===== src/rtl/hook_motion_ctrl.sv =====
// Hook motion controller: swing, extend, retract; one draw_hook request per accepted tick.
// Optional HOOK_WEIGHT_EN: retract step shrinks with the weight class of the grabbed object.
module hook_motion_ctrl #(
  parameter int DEG_MIN    = 0,
  parameter int DEG_MAX    = 140,
  parameter int DEG_INIT   = 70,
  parameter int SWING_STEP = 2,
  parameter int LEN_MIN    = 20,
  parameter int LEN_MAX    = 300,
  parameter int EXT_STEP   = 4,
  parameter int RET_STEP   = 4
) (
  input  logic       clock,
  input  logic       resetn,
  input  logic       tick,
  input  logic       fire,
  input  logic       grabbed,
  input  logic [1:0] weight,
  input  logic       draw_done,
  output logic [8:0] degree,
  output logic [9:0] length,
  output logic       draw_enable,
  output logic [1:0] state,
  output logic       returned,
  output logic       caught,
  output logic       tick_dropped
);

  typedef enum logic [1:0] {
    SWING   = 2'd0,
    EXTEND  = 2'd1,
    RETRACT = 2'd2
  } st_t;

  localparam logic [9:0] DMIN = 10'(DEG_MIN);
  localparam logic [9:0] DMAX = 10'(DEG_MAX);
  localparam logic [9:0] SSTP = 10'(SWING_STEP);
  localparam logic [9:0] LMIN = 10'(LEN_MIN);
  localparam logic [9:0] LMAX = 10'(LEN_MAX);
  localparam logic [9:0] ESTP = 10'(EXT_STEP);
  localparam logic [9:0] RSTP = 10'(RET_STEP);

  st_t        st;
  logic       dir_up;
  logic       busy;
  logic       fire_pend;
  logic       caught_lat;
  logic       acc;
  logic       pend;
  logic [9:0] deg_up;
  logic [9:0] deg_dn;
  logic       hit_hi;
  logic       hit_lo;
  logic [9:0] len_ext;
  logic [9:0] step;
  logic       hit_rest;

`ifdef HOOK_WEIGHT_EN
  logic [9:0] shifted;
  always_comb begin
    shifted = RSTP >> weight;
    step    = (shifted == 10'd0) ? 10'd1 : shifted;
  end
`else
  logic unused_weight;
  assign unused_weight = ^weight;
  assign step = RSTP;
`endif

  always_comb begin
    // a done arriving with a tick frees the drawer first
    acc      = tick & (~busy | draw_done);
    pend     = fire_pend | (fire & (st == SWING));
    deg_up   = {1'b0, degree} + SSTP;
    deg_dn   = {1'b0, degree} - SSTP;
    hit_hi   = deg_up >= DMAX;
    hit_lo   = {1'b0, degree} <= DMIN + SSTP;
    len_ext  = length + ESTP;
    hit_rest = length <= LMIN + step;
  end

  assign state = st;

  always_ff @(posedge clock or negedge resetn) begin
    if (!resetn) begin
      st           <= SWING;
      degree       <= 9'(DEG_INIT);
      dir_up       <= 1'b1;
      length       <= LMIN;
      busy         <= 1'b0;
      fire_pend    <= 1'b0;
      caught_lat   <= 1'b0;
      draw_enable  <= 1'b0;
      returned     <= 1'b0;
      caught       <= 1'b0;
      tick_dropped <= 1'b0;
    end else begin
      draw_enable  <= acc;
      tick_dropped <= tick & busy & ~draw_done;
      returned     <= 1'b0;
      caught       <= 1'b0;
      fire_pend    <= pend;
      if (draw_enable) busy <= 1'b1;
      else if (draw_done) busy <= 1'b0;
      if (acc) begin
        unique case (st)
          SWING: begin
            if (pend) begin
              st        <= EXTEND;
              fire_pend <= 1'b0;
            end else if (dir_up) begin
              degree <= hit_hi ? DMAX[8:0] : deg_up[8:0];
              if (hit_hi) dir_up <= 1'b0;
            end else begin
              degree <= hit_lo ? DMIN[8:0] : deg_dn[8:0];
              if (hit_lo) dir_up <= 1'b1;
            end
          end
          EXTEND: begin
            if (grabbed) begin
              caught_lat <= 1'b1;
              st         <= RETRACT;
            end else if (len_ext >= LMAX) begin
              length     <= LMAX;
              caught_lat <= 1'b0;
              st         <= RETRACT;
            end else begin
              length <= len_ext;
            end
          end
          RETRACT: begin
            if (hit_rest) begin
              length     <= LMIN;
              st         <= SWING;
              returned   <= 1'b1;
              caught     <= caught_lat;
              caught_lat <= 1'b0;
            end else begin
              length <= length - step;
            end
          end
          default: st <= SWING;
        endcase
      end
    end
  end

endmodule


===== config.mk =====
export PLATFORM = sky130hd
export DESIGN_NAME = hook_motion_ctrl
export DESIGN_NICKNAME = d
export VERILOG_FILES = /design/src/rtl/hook_motion_ctrl.sv
export SDC_FILE = /design/constraint.sdc
export NUM_CORES = 1
export LEC_CHECK = 0
export CORE_MARGIN = 2
export CORE_UTILIZATION = 55
export DETAILED_ROUTE_END_ITERATION = 6
export DONT_BUFFER_PORTS = 1
export PLACE_DENSITY = 0.73
export SYNTH_ARGS = -nofsm -noshare
export SYNTH_HDL_FRONTEND = slang
export SYNTH_SLANG_ARGS = --single-unit

===== constraint.sdc =====
create_clock -name clock -period 2.1 [get_ports clock]
set_clock_uncertainty 0.2 [all_clocks]
set_input_delay 0.21 -clock clock [delete_from_list [all_inputs] [get_ports clock]]
set_output_delay 0.21 -clock clock [all_outputs]
set_load 0.05 [all_outputs]

# After elaboration in Yosys (flattened, before gate mapping)

Index checks and enable logic that the tools add are counted.

Input bits: 8
Output and inout port bits: 25
Register bits: 29
Logic and storage cells: 70

Magnitude comparators: 4
Equal/unequal tests: 6
Reductions and logical operators: 7
Muxes and demuxes: 29
Add/sub/neg operators: 4
Bitwise operators: 9

Operators with widths:

| operator                | number |
|---|---|
| $mux W10                | 3 |
| $mux W9                 | 3 |
| $pmux W10 S2            | 1 |
| $mux W1                 | 16 |
| $add A10 B3 Y10 const B | 1 |
| $add A9 B2 Y10 const B  | 1 |
| $ge A10 B8 Y1 const B   | 1 |
| $ge A10 B9 Y1 const B   | 1 |
| $le A10 B5 Y1 const B   | 1 |
| $sub A10 B3 Y10 const B | 1 |
| $le A9 B2 Y1 const B    | 1 |
| $sub A9 B2 Y9 const B   | 1 |
| $mux W2                 | 4 |
| $reduce_and A4 Y1       | 2 |
| $ne A2 B2 Y1 const B    | 3 |
| $pmux W2 S3             | 1 |
| $reduce_and A3 Y1       | 2 |
| $and A1 B1 Y1           | 4 |
| $reduce_bool A2 Y1      | 2 |
| $ne A3 B3 Y1 const B    | 1 |
| $not A1 Y1              | 3 |
| $eq A2 B1 Y1 const B    | 1 |
| $eq A2 B2 Y1 const B    | 1 |
| $logic_not A2 Y1        | 1 |
| 2 further kinds         | 3 |

# Longest topological paths before layout

Gate-level depths: netlist of the first run.

Word-level depth: 5
Gate-level depth with buffers: 9
Gate-level depth less buffers: 7

# Least setup slack after synthesis of the first run

No wires, ideal clock.

Path type: register -> register
From: register length[2]
To: register st[1] (netlist: state[1])
Data arrival time: 2232 ps
Clock period less this slack: 2556 ps
Library setup time: 124 ps
Stages on the path, launching flop included: 10
Slack: -456 ps
Required time: 1776 ps
Buffers on the path: 2
Cells stage by stage: dfstp_2 -> buf_4 -> inv_1 -> ha_1 -> nand3b_1 -> a31o_2 -> buf_2 -> and3b_1 -> mux2_2 -> o31a_1

Longest elaborated chain between the ends: 4
Elaborated cells on any way between the ends: 6
Classes of those cells: add/sub: 1; order compare: 2; eq/ne: 2; reduce/logical: 1

Ends and longest elaborated chain:

| item                                   | RTL line | source |
|---|---|---|
| from (decl)                            | 21       | `output logic [9:0] length,` |
| from (signal assigned)                 | 128      | `length <= len_ext;` |
| from (signal assigned)                 | 139      | `length <= length - step;` |
| $add A10 B3 Y10                        | 78       | `len_ext = length + ESTP;` |
| $ge A10 B9 Y1                          | 123      | `end else if (len_ext >= LMAX) begin` |
| $ne A3 B3 Y1 (no source line)          | n/a      |  |
| $reduce_and A4 Y1 (no source line) (*) | n/a      |  |
| to (signal assigned)                   | 86       | `st <= SWING;` |
| to (signal assigned)                   | 122      | `st <= RETRACT;` |
| to (signal assigned)                   | 126      | `st <= RETRACT;` |
| to (decl)                              | 43       | `st_t st;` |

Mark *: on every way between the ends. The rest lies on a longest branch, timed or not.
A chain may end at the register's enable or synchronous reset.

# Final worst setup path of the first run

Same ends and word-level chain as after synthesis.

==> impl_metrics.yaml, run 1 <==
final_layout:
  insertedDiodeCount: 0
  fin_util: 0.8558
  drive_gt1_frac: 0.4810
  n_fill_cell: 201
  area_growth_syn_to_layout_pct: 49.14
  nNetsFinal: 334
  layoutNonFillerInstCount: 364
sta:
  fin_crit_ns: 2.240
  fin_ws_ns: -0.1395
  fmax_ghz: 0.4465
  maxSlewViolCount: 0
  setup_viol: 18
  timing.slew.headroom: 0.6170
  finalCritPeriodShare: 1.066
  hold_viol_final: 0
  rsz0062_at_grt: "true"
  worstMarginPinSlew_ns: 0.5701
synth:
  synthMuxAreaShare: 0.01965
  ys.flop_type: "dfrtp_1"
  synthArstFlopShare: 1.000
  syn_inst: 249
  synth.distinct_cells: 63
  netlist_area_um2: 2101
  synthXorXnorAreaFrac: 0.02918
  synth_compound_area_frac: 0.2507
  syn_avg_cell_area_um2: 8.437
  synth_top_family_by_area: "simple AND/OR/NAND/NOR gates"
  yosys_warnings: 0
  synth-simple-area-share: 0.2507
  seq_area_frac_synth: 0.3133
  synth_adder_area_share: 0.05360
  synth_area_leaders: "dfrtp_1, dfstp_2, ha_1, o21ai_0, nor2_1"
  synthTopCellsByCount: "dfrtp_1, nor2_1, nand2_1, o21ai_0, inv_1"
  synth_largest_area_cell: "dfrtp_1"
  ys_seq_elements: 26
  synth_edf_count: 0
  synth_top_area_frac: 0.2382
  yosysMostFrequentCell: "dfrtp_1"
global_route:
  grt_max_degree: 27
  grt_pass1_vias: 2114
  antenna_found_initial: 0
  globalRoute.totalOverflow: 0
  grt_usage: 0.2986
  grt_pass1_wl_um: 9936
drt:
  wl_um: 6653
  vias: 2262
  ant_nets: 0
  drcViolationCount: 0
  via_per_inst: 6.214
  drt_iter0_drc: 185
  drt_pass1_iterations: 6
  wl_per_cell_um: 18.28
run_status:
  violations: "setup timing"
  status: "complete, but fails checks"
power_and_ir_drop:
  ir_drop_mv: 1.233
  power_density_nw_per_um2: 1497
  p_leak_nw: 1.234
  power_mw: 4.689
floorplan:
  fp-row-count: 22
  ios: 33
  start_util: 0.5738
  die_h_um: 65.80
  die_width_um: 65.80
  dieArea_um2: 4330
  coreArea_um2: 3661
setup_path:
  worstSetupStartpointType: "register"
  crit_type: "register to register"
  r2r-end: "state[1]$_DFFE_PN0P_"
  slowest_delay_ns: 0.67
  required_ns: 2.08
  critPathMaxFanout: 5
  slowest_stage: "dfstp_4"
  r2r_slack_ns: -0.14
  critPathArrivalTime_ns: 2.22
  critPathCaptureType: "register"
  path_cells: "buf_6, inv_4, ha_4, nand3b_1, a31o_2, and3b_1, mux2_2, o31a_1"
  rr_worst_depth: 8
  regToRegStartpoint: "length[2]$_DFFE_PN1P_"
worst_hold_path:
  hold_path.startpoint: "grabbed"
  hp-class: "primary input to register"
  whs_endpoint: "state[0]$_DFFE_PN0P_"
  min_path_cells: 3
clock_network:
  cts-root-buf: "clkbuf_8"
  cts_buffers: 3
  cts_tree: "yes"
  path_clk_slew_ns: 0.11
  clk_latency_ns: 0.28
  clockBufferDepth: 2
  cts_sinks: 26
  htree_num_levels: 1
run:
  drv_cap: 0
place:
  dp_cells: 335
  gp_congestion: 0.9135
  io_buffers: 0
  dp_hpwl_um: 4003
==> sequential cells by signal, indices dropped and copies added, names as in the netlist <==
signal	flops
fire_pend	1
caught_lat	1
draw_enable	1
caught	1
state	2
returned	1
length	8
degree	8
busy	1
tick_dropped	1
dir_up	1
==> cells by family after synthesis <==
family                     after synthesis
other                                    1
AOI/OAI and AO/OA                       74
DFF                                     26
buffers and inverters                   31
adders and majority gates                9
xor gates and xnor gates                 7
and+or+nand+nor                         97
muxes                                    4
==> worst max-delay path: cells and delay by family (launching register included) <==
family	cells	cell delay (ns)
and+or+nand+nor	2	0.39
buffers and inverters	2	0.14
muxes	1	0.27
DFF	1	0.67
adders and majority gates	1	0.14
AOI/OAI and AO/OA	2	0.32
==> per-stage QoR <==
| step | setup WS [ns] | setup TNS (ns) | cell area [um2] | hold WS [ns] |
|---|---|---|---|---|
| after floorplan | -0.3060 | -1.677 | 2250 | -0.2856 |
| after global placement | -0.1600 | -1.455 | 2570 | -0.2851 |
| after detailed placement | -0.2134 | -2.141 | 2570 | -0.2850 |
| after CTS | -0.1523 | -1.338 | 2932 | 0.02820 |
| after global routing | -0.2428 | -2.766 | 3133 | 0.03766 |
| final | -0.1395 | -1.415 | 3133 | 0.02659 |
==> routing by layer <==
layer | vias up | global-route usage | routed length, um
li1 | 1051 | - | -
met1 | 1075 | 0.3789 | 2704
met2 | 120 | 0.5177 | 3334
met3 | 16 | 0.04259 | 464
met4 | 0 | 0.1016 | 149
met5 | - | 0 | 0
==> placed cells by master (no fill, tap or decap), drive strengths merged, types with 9 or more instances in the layout <==
master | synthesis | layout
ha | 9 | 9
nor2 | 19 | 19
dfrtp | 20 | 20
nand3 | 11 | 11
nand2 | 18 | 18
o21ai | 19 | 19
buf | 16 | 73
inv | 12 | 12
nor3 | 13 | 13
==> worst max-delay path by stage <==
stage	start	endpoint	slack [ns]	cells after the start
global route	length[2]$_DFFE_PN1P_	state[1]$_DFFE_PN0P_	-0.24	8
detailed placement	length[3]$_DFFE_PN0P_	state[0]$_DFFE_PN0P_	-0.21	6
floorplan	length[2]$_DFFE_PN1P_	state[1]$_DFFE_PN0P_	-0.31	9
finish	length[2]$_DFFE_PN1P_	state[1]$_DFFE_PN0P_	-0.14	8
global placement	degree[1]$_DFFE_PN1P_	degree[5]$_DFFE_PN0P_	-0.16	7
CTS	length[2]$_DFFE_PN1P_	length[4]$_DFFE_PN1P_	-0.15	8
==> what timing repair did <==
action,4_1_cts,5_1_grt
hold endpoints to repair,31,0
pin swaps,15,18
hold buffers,7,0
setup endpoints to repair,18,21
buffers inserted,9,9
gates resized for setup,28,34
==> final cells by class <==
| type | count | area, um2 | area share |
|---|---|---|---|
| Inverter | 13 | 56.30 | 0.01797 |
| Timing Repair Buffer | 79 | 654.4 | 0.2089 |
| Tap cell | 48 | 60.06 | 0.01917 |
| Clock inverter | 1 | 30.03 | 0.009585 |
| Sequential cell | 26 | 679.4 | 0.2169 |
| Multi-Input combinational cell | 194 | 1612 | 0.5144 |
| Clock buffer | 3 | 41.29 | 0.01318 |
==> power breakdown <==
group	leakage, nW	total [mW]	internal (mW)	switching, mW
Combinational	0.889	3.22	1.40	1.82
Clock	0.0357	0.436	0.256	0.180
Sequential	0.309	1.04	0.722	0.316
Total	1.23	4.69	2.37	2.31
(Power assumes the default switching activity.)
==> run 2: changes to the inputs <==
- CORE_UTILIZATION: 55 -> 57
- PLACE_DENSITY: 0.73 -> 0.75
==> run 2 against run 1 <==
Compared with the run above:
- the flow still finishes with violations (setup timing)
- global-route usage down 2.0 points
- maximum frequency fell by 0.30%
- first-iteration DRC count decreased by 4.9%
- flip-flop and latch count stayed put
- total power down 5.5%
- count of clock-buffer cells in the layout unchanged
- die area fell by 3.3%
- clock power fell by 1%
- core utilization fell by 2.8 points
- largest cell class unchanged
- sequential power about the same
- via count decreased by 4.0%
==> impl_metrics.yaml, run 2 (synthesis results as in run 1) <==
floorplan:
  die_h_um: 64.71
  fp-row-count: 22
  dieArea_um2: 4187
  coreArea_um2: 3606
  start_util: 0.5826
  die_width_um: 64.71
  ios: 33
run_status:
  status: "complete, but fails checks"
  violations: "setup timing"
place:
  gp_congestion: 0.9261
  dp_slack_ns: -0.2003
  dp_hpwl_um: 3967
  io_buffers: 0
sta:
  setup_viol: 17
  fmax_ghz: 0.4452
  rsz0062_at_grt: "true"
  fin_crit_ns: 2.246
  maxSlewViolCount: 0
  hold_viol_final: 0
  fin_ws_ns: -0.1462
  worst_hold_slack_ns: 0.03096
  finalCritPeriodShare: 1.070
setup_path:
  critPathBufInv: 0
  critPathTopFamily: "compound AO/OA/AOI/OAI gates"
  critPathCaptureType: "register"
  path_cells: "ha_4, xnor2_2, a211oi_2, a211oi_4, o21ai_2, a311o_1"
  critPathMaxFanout: 5
  critPathArrivalTime_ns: 2.22
  required_ns: 2.07
  slowest_stage: "dfrtp_4"
  slowest_delay_ns: 0.60
  worstSetupStartpointType: "register"
  crit_type: "register to register"
drt:
  drt_pass1_iterations: 4
  drcViolationCount: 0
  via_per_inst: 6.064
  wl_per_cell_um: 16.36
  drt_iter0_drc: 176
  vias: 2171
  ant_nets: 0
  wl_um: 5856
global_route:
  globalRoute.totalOverflow: 0
  grt_usage: 0.2786
  antenna_found_initial: 0
  grt_pass1_vias: 1967
  grt_max_degree: 27
  grt_pass1_wl_um: 9239
clock_network:
  path_clk_slew_ns: 0.10
  cts-root-buf: "clkbuf_8"
  clk_latency_ns: 0.28
  clockBufferDepth: 2
  htree_num_levels: 1
  cts_sinks: 26
  cts_buffers: 3
  cts_tree: "yes"
final_layout:
  insertedDiodeCount: 0
  final_common_cell: "buf_4"
  area_growth_syn_to_layout_pct: 42.17
  final_cell_mix: "buf_4, nand2_1, nor2_1, dfrtp_1, o21ai_0"
  drive_gt1_frac: 0.4355
  nNetsFinal: 328
run:
  drv_cap: 0
worst_hold_path:
  hp-class: "primary input to register"
power_and_ir_drop:
  power_density_nw_per_um2: 1483
  ir_drop_mv: 0.8955
  p_leak_nw: 1.200
-- run 2: timing repair --
item | in CTS | in global routing
pin swaps | 11 | 12
setup buffers | 1 | 5
setup endpoints to repair | 17 | 20
hold buffers | 7 | 0
gates resized for setup | 14 | 22
hold endpoints to repair | 31 | 0
-- run 2: layer usage --
layer,part of all wire,track usage,wire (um)
met4,0.015,0.05585,89
met2,0.49,0.4755,2889
met1,0.44,0.3874,2580
met3,0.051,0.02257,298
met5,0,0,0
-- run 2: worst paths after layout --
check	start	endpoint	slack (ns)	depth (start not counted)
setup / recovery	length[3]$_DFFE_PN0P_	state[0]$_DFFE_PN0P_	-0.15	6
hold / removal	grabbed	state[0]$_DFFE_PN0P_	0.03	3
setup reg to reg	length[3]$_DFFE_PN0P_	state[0]$_DFFE_PN0P_	-0.15	6
hold reg to reg	caught_lat$_DFFE_PN0P_	caught$_DFF_PN0_	0.33	1
max in group asynchronous	resetn	length[4]$_DFFE_PN1P_	1.31	2
min in group asynchronous	resetn	caught_lat$_DFFE_PN0P_	0.15	2
-- run 2: power by group --
part	switching, mW	leakage (nW)	total, mW	internal [mW]
combinational	1.67	0.856	2.97	1.30
sequential	0.305	0.309	1.03	0.722
clock	0.175	0.0357	0.431	0.255
-- run 2: layout make-up --
type,instances,area [um2]
Multi-Input combinational cell,194,1516
Sequential cell,26,679.4
Fill cell,214,619.3
Timing Repair Buffer,73,603.1
Tap cell,48,60.06
Inverter,13,56.30
Clock buffer,3,41.29
Clock inverter,1,30.03
-- run 2: tightest hold or removal path: cells and delay by family --
kind,cells,cell delay [ns]
AOI/OAI and AO/OA,2,0.23
and+or+nand+nor,1,0.05
-- run 2: through the flow --
step | instances | setup TNS (ns) | instance area (um2) | power, mW | util
2_1_floorplan | 251 | -1.677 | 2250 | 2.830 | -
3_3_place_gp | 342 | -1.522 | 2635 | 3.533 | 0.7307
3_5_place_dp | 342 | -1.815 | 2635 | 3.599 | 0.7307
4_1_cts | 354 | -1.291 | 2869 | 4.191 | 0.7956
5_1_grt | 358 | -3.090 | 2987 | 4.675 | 0.8282
6_report | 358 | -1.518 | 2987 | 4.429 | 0.8282
==> run 3: changes to the inputs <==
- REMOVE_ABC_BUFFERS: not set -> 1
==> run 3 against run 2 <==
Compared with the run above:
- the flow still finishes with violations (setup timing)
- non-clock buffer count rose by 12
- sequential power decreased by 7%
- core utilization rose by 2.8 points
- design area grew 3.4%
- worst setup slack worse by 0.17 ns
- global-route usage increased by 7.4 points
- count of clock-buffer cells in the layout stayed put
- sequential share of layout area decreased by 1.4 points
- critical path type unchanged
- largest cell class unchanged
- highest routed layer unchanged
==> impl_metrics.yaml, run 3 (synthesis results as in run 1) <==
run_status:
  status: "complete, but fails checks"
  violations: "setup timing"
global_route:
  grt_pass1_vias: 2417
  antenna_found_initial: 0
  met2_usage: 0.6392
  globalRoute.totalOverflow: 0
  grt_usage: 0.3527
  met1_usage: 0.4216
  grt_pass1_wl_um: 11520
  grtUsageMet3: 0.04688
  grt_busiest_layer: "met2"
  grt_max_degree: 27
sta:
  rsz0062_at_grt: "true"
  setup_viol: 21
  maxSlewViolCount: 0
  hold_viol_final: 0
  worstMarginPinSlew_ns: 0.7042
  fin_ws_ns: -0.3129
  fin_crit_ns: 2.413
  worst_hold_slack_ns: 0.05398
  timing.slew.headroom: 0.5269
  fmax_ghz: 0.4144
  finalCritPeriodShare: 1.149
setup_path:
  required_ns: 2.08
  crit_type: "register to register"
  critPathBufInv: 1
  r2r_slack_ns: -0.31
  path_cells: "nor3_1, a31o_4, and3b_2, buf_4, o22ai_1, a311o_1"
  slowest_stage: "nor3_1"
  critPathMaxFanout: 7
  critPathTopFamily: "simple AND/OR/NAND/NOR gates"
  critPathCaptureType: "register"
  critPathArrivalTime_ns: 2.39
  slowest_delay_ns: 0.64
  worstSetupStartpointType: "register"
drt:
  ant_nets: 0
  wl_um: 8744
  drt_pass1_iterations: 6
  wl_per_cell_um: 23.63
  drt_iter0_drc: 423
  vias: 2647
  via_per_inst: 7.154
  drcViolationCount: 0
final_layout:
  final_common_cell: "buf_4"
  final_cell_mix: "buf_4, dfrtp_1, nor2_1, nand2_1, o21ai_0"
  ff_latch_area_um2: 659.4
  n_fill_cell: 159
  drive_gt1_frac: 0.4565
  fin_util: 0.8560
  insertedDiodeCount: 0
  area_growth_syn_to_layout_pct: 46.93
  nNetsFinal: 340
  multi_input_area_um2: 1541
floorplan:
  fp-row-count: 22
  die_h_um: 64.71
  start_util: 0.5826
  ios: 33
  coreArea_um2: 3606
  dieArea_um2: 4187
  die_width_um: 64.71
worst_hold_path:
  hp-class: "primary input to register"
place:
  gp_congestion: 0.9150
  io_buffers: 0
  dp_hpwl_um: 4281
clock_network:
  clk_latency_ns: 0.29
  cts-root-buf: "clkbuf_8"
  path_clk_slew_ns: 0.10
  cts_tree: "yes"
  htree_num_levels: 1
  cts_buffers: 3
  cts_sinks: 26
  clockBufferDepth: 2
power_and_ir_drop:
  p_leak_nw: 1.273
  power_density_nw_per_um2: 1573
  ir_drop_mv: 1.105
run:
  drv_cap: 0
==> run 3: metal layers <==
metal  wire length [um]  vias to the layer above  share of wire
li1                   -                     1057              -
met1               2930                     1222           0.34
met2               4280                      275           0.49
met3                940                       93           0.11
met4                592                        0          0.068
met5                  0                        -              0
==> run 3: path summary, 6_finish.rpt <==
check                                        from                     to  cells after the start
max                         length[6]$_DFFE_PN0P_   state[0]$_DFFE_PN0P_                      6
min                                       grabbed   state[0]$_DFFE_PN0P_                      3
max reg2reg                 length[6]$_DFFE_PN0P_   state[0]$_DFFE_PN0P_                      6
min reg2reg                caught_lat$_DFFE_PN0P_       caught$_DFF_PN0_                      1
max in group asynchronous                  resetn  degree[6]$_DFFE_PN1P_                      2
min in group asynchronous                  resetn       caught$_DFF_PN0_                      2
==> run 3: area by class of cell <==
cell class,count,area share
clock buffer,3,0.01338
clock inverter,1,0.009728
inverter,13,0.01581
multi-input combinational,194,0.4994
sequential,26,0.2136
tap,48,0.01946
timing repair buffer,85,0.2286
==> run 3: worst register-to-register path, cell delays in order (launching register included) <==
cell	delay [ns]
dfrtp_1	0.52
nor3_1	0.64
a31o_4	0.28
and3b_2	0.22
buf_4	0.11
o22ai_1	0.06
a311o_1	0.28
==> run 3: per-stage QoR <==
stage          setup TNS (ns)  total power, mW  area, um2  setup slack, ns  cells
4_1_cts               -0.6997            4.283       2954         -0.08949    367
3_5_place_dp           -3.377            3.450       2570          -0.2992    349
2_1_floorplan          -4.811            2.476       1987          -0.4280    233
5_1_grt                -3.964            4.972       3087          -0.3203    370
6_report               -3.419            4.855       3087          -0.3129    370
3_3_place_gp           -2.953            3.392       2570          -0.2307    349
==> run 3: repair_timing <==
action                                  4_1_cts  5_1_grt
hold endpoints to repair                     31        0
pin swaps                                    22       10
endpoints found under the setup margin       20       20
resized for setup                            42       24
buffers inserted                              7        3
hold buffers                                  7        0
==> run 3: power breakdown <==
part           total, mW  switching [mW]  internal, mW
clock              0.448           0.192         0.256
combinational       3.45            2.04          1.41
sequential         0.961           0.266         0.694
total               4.85            2.50          2.36
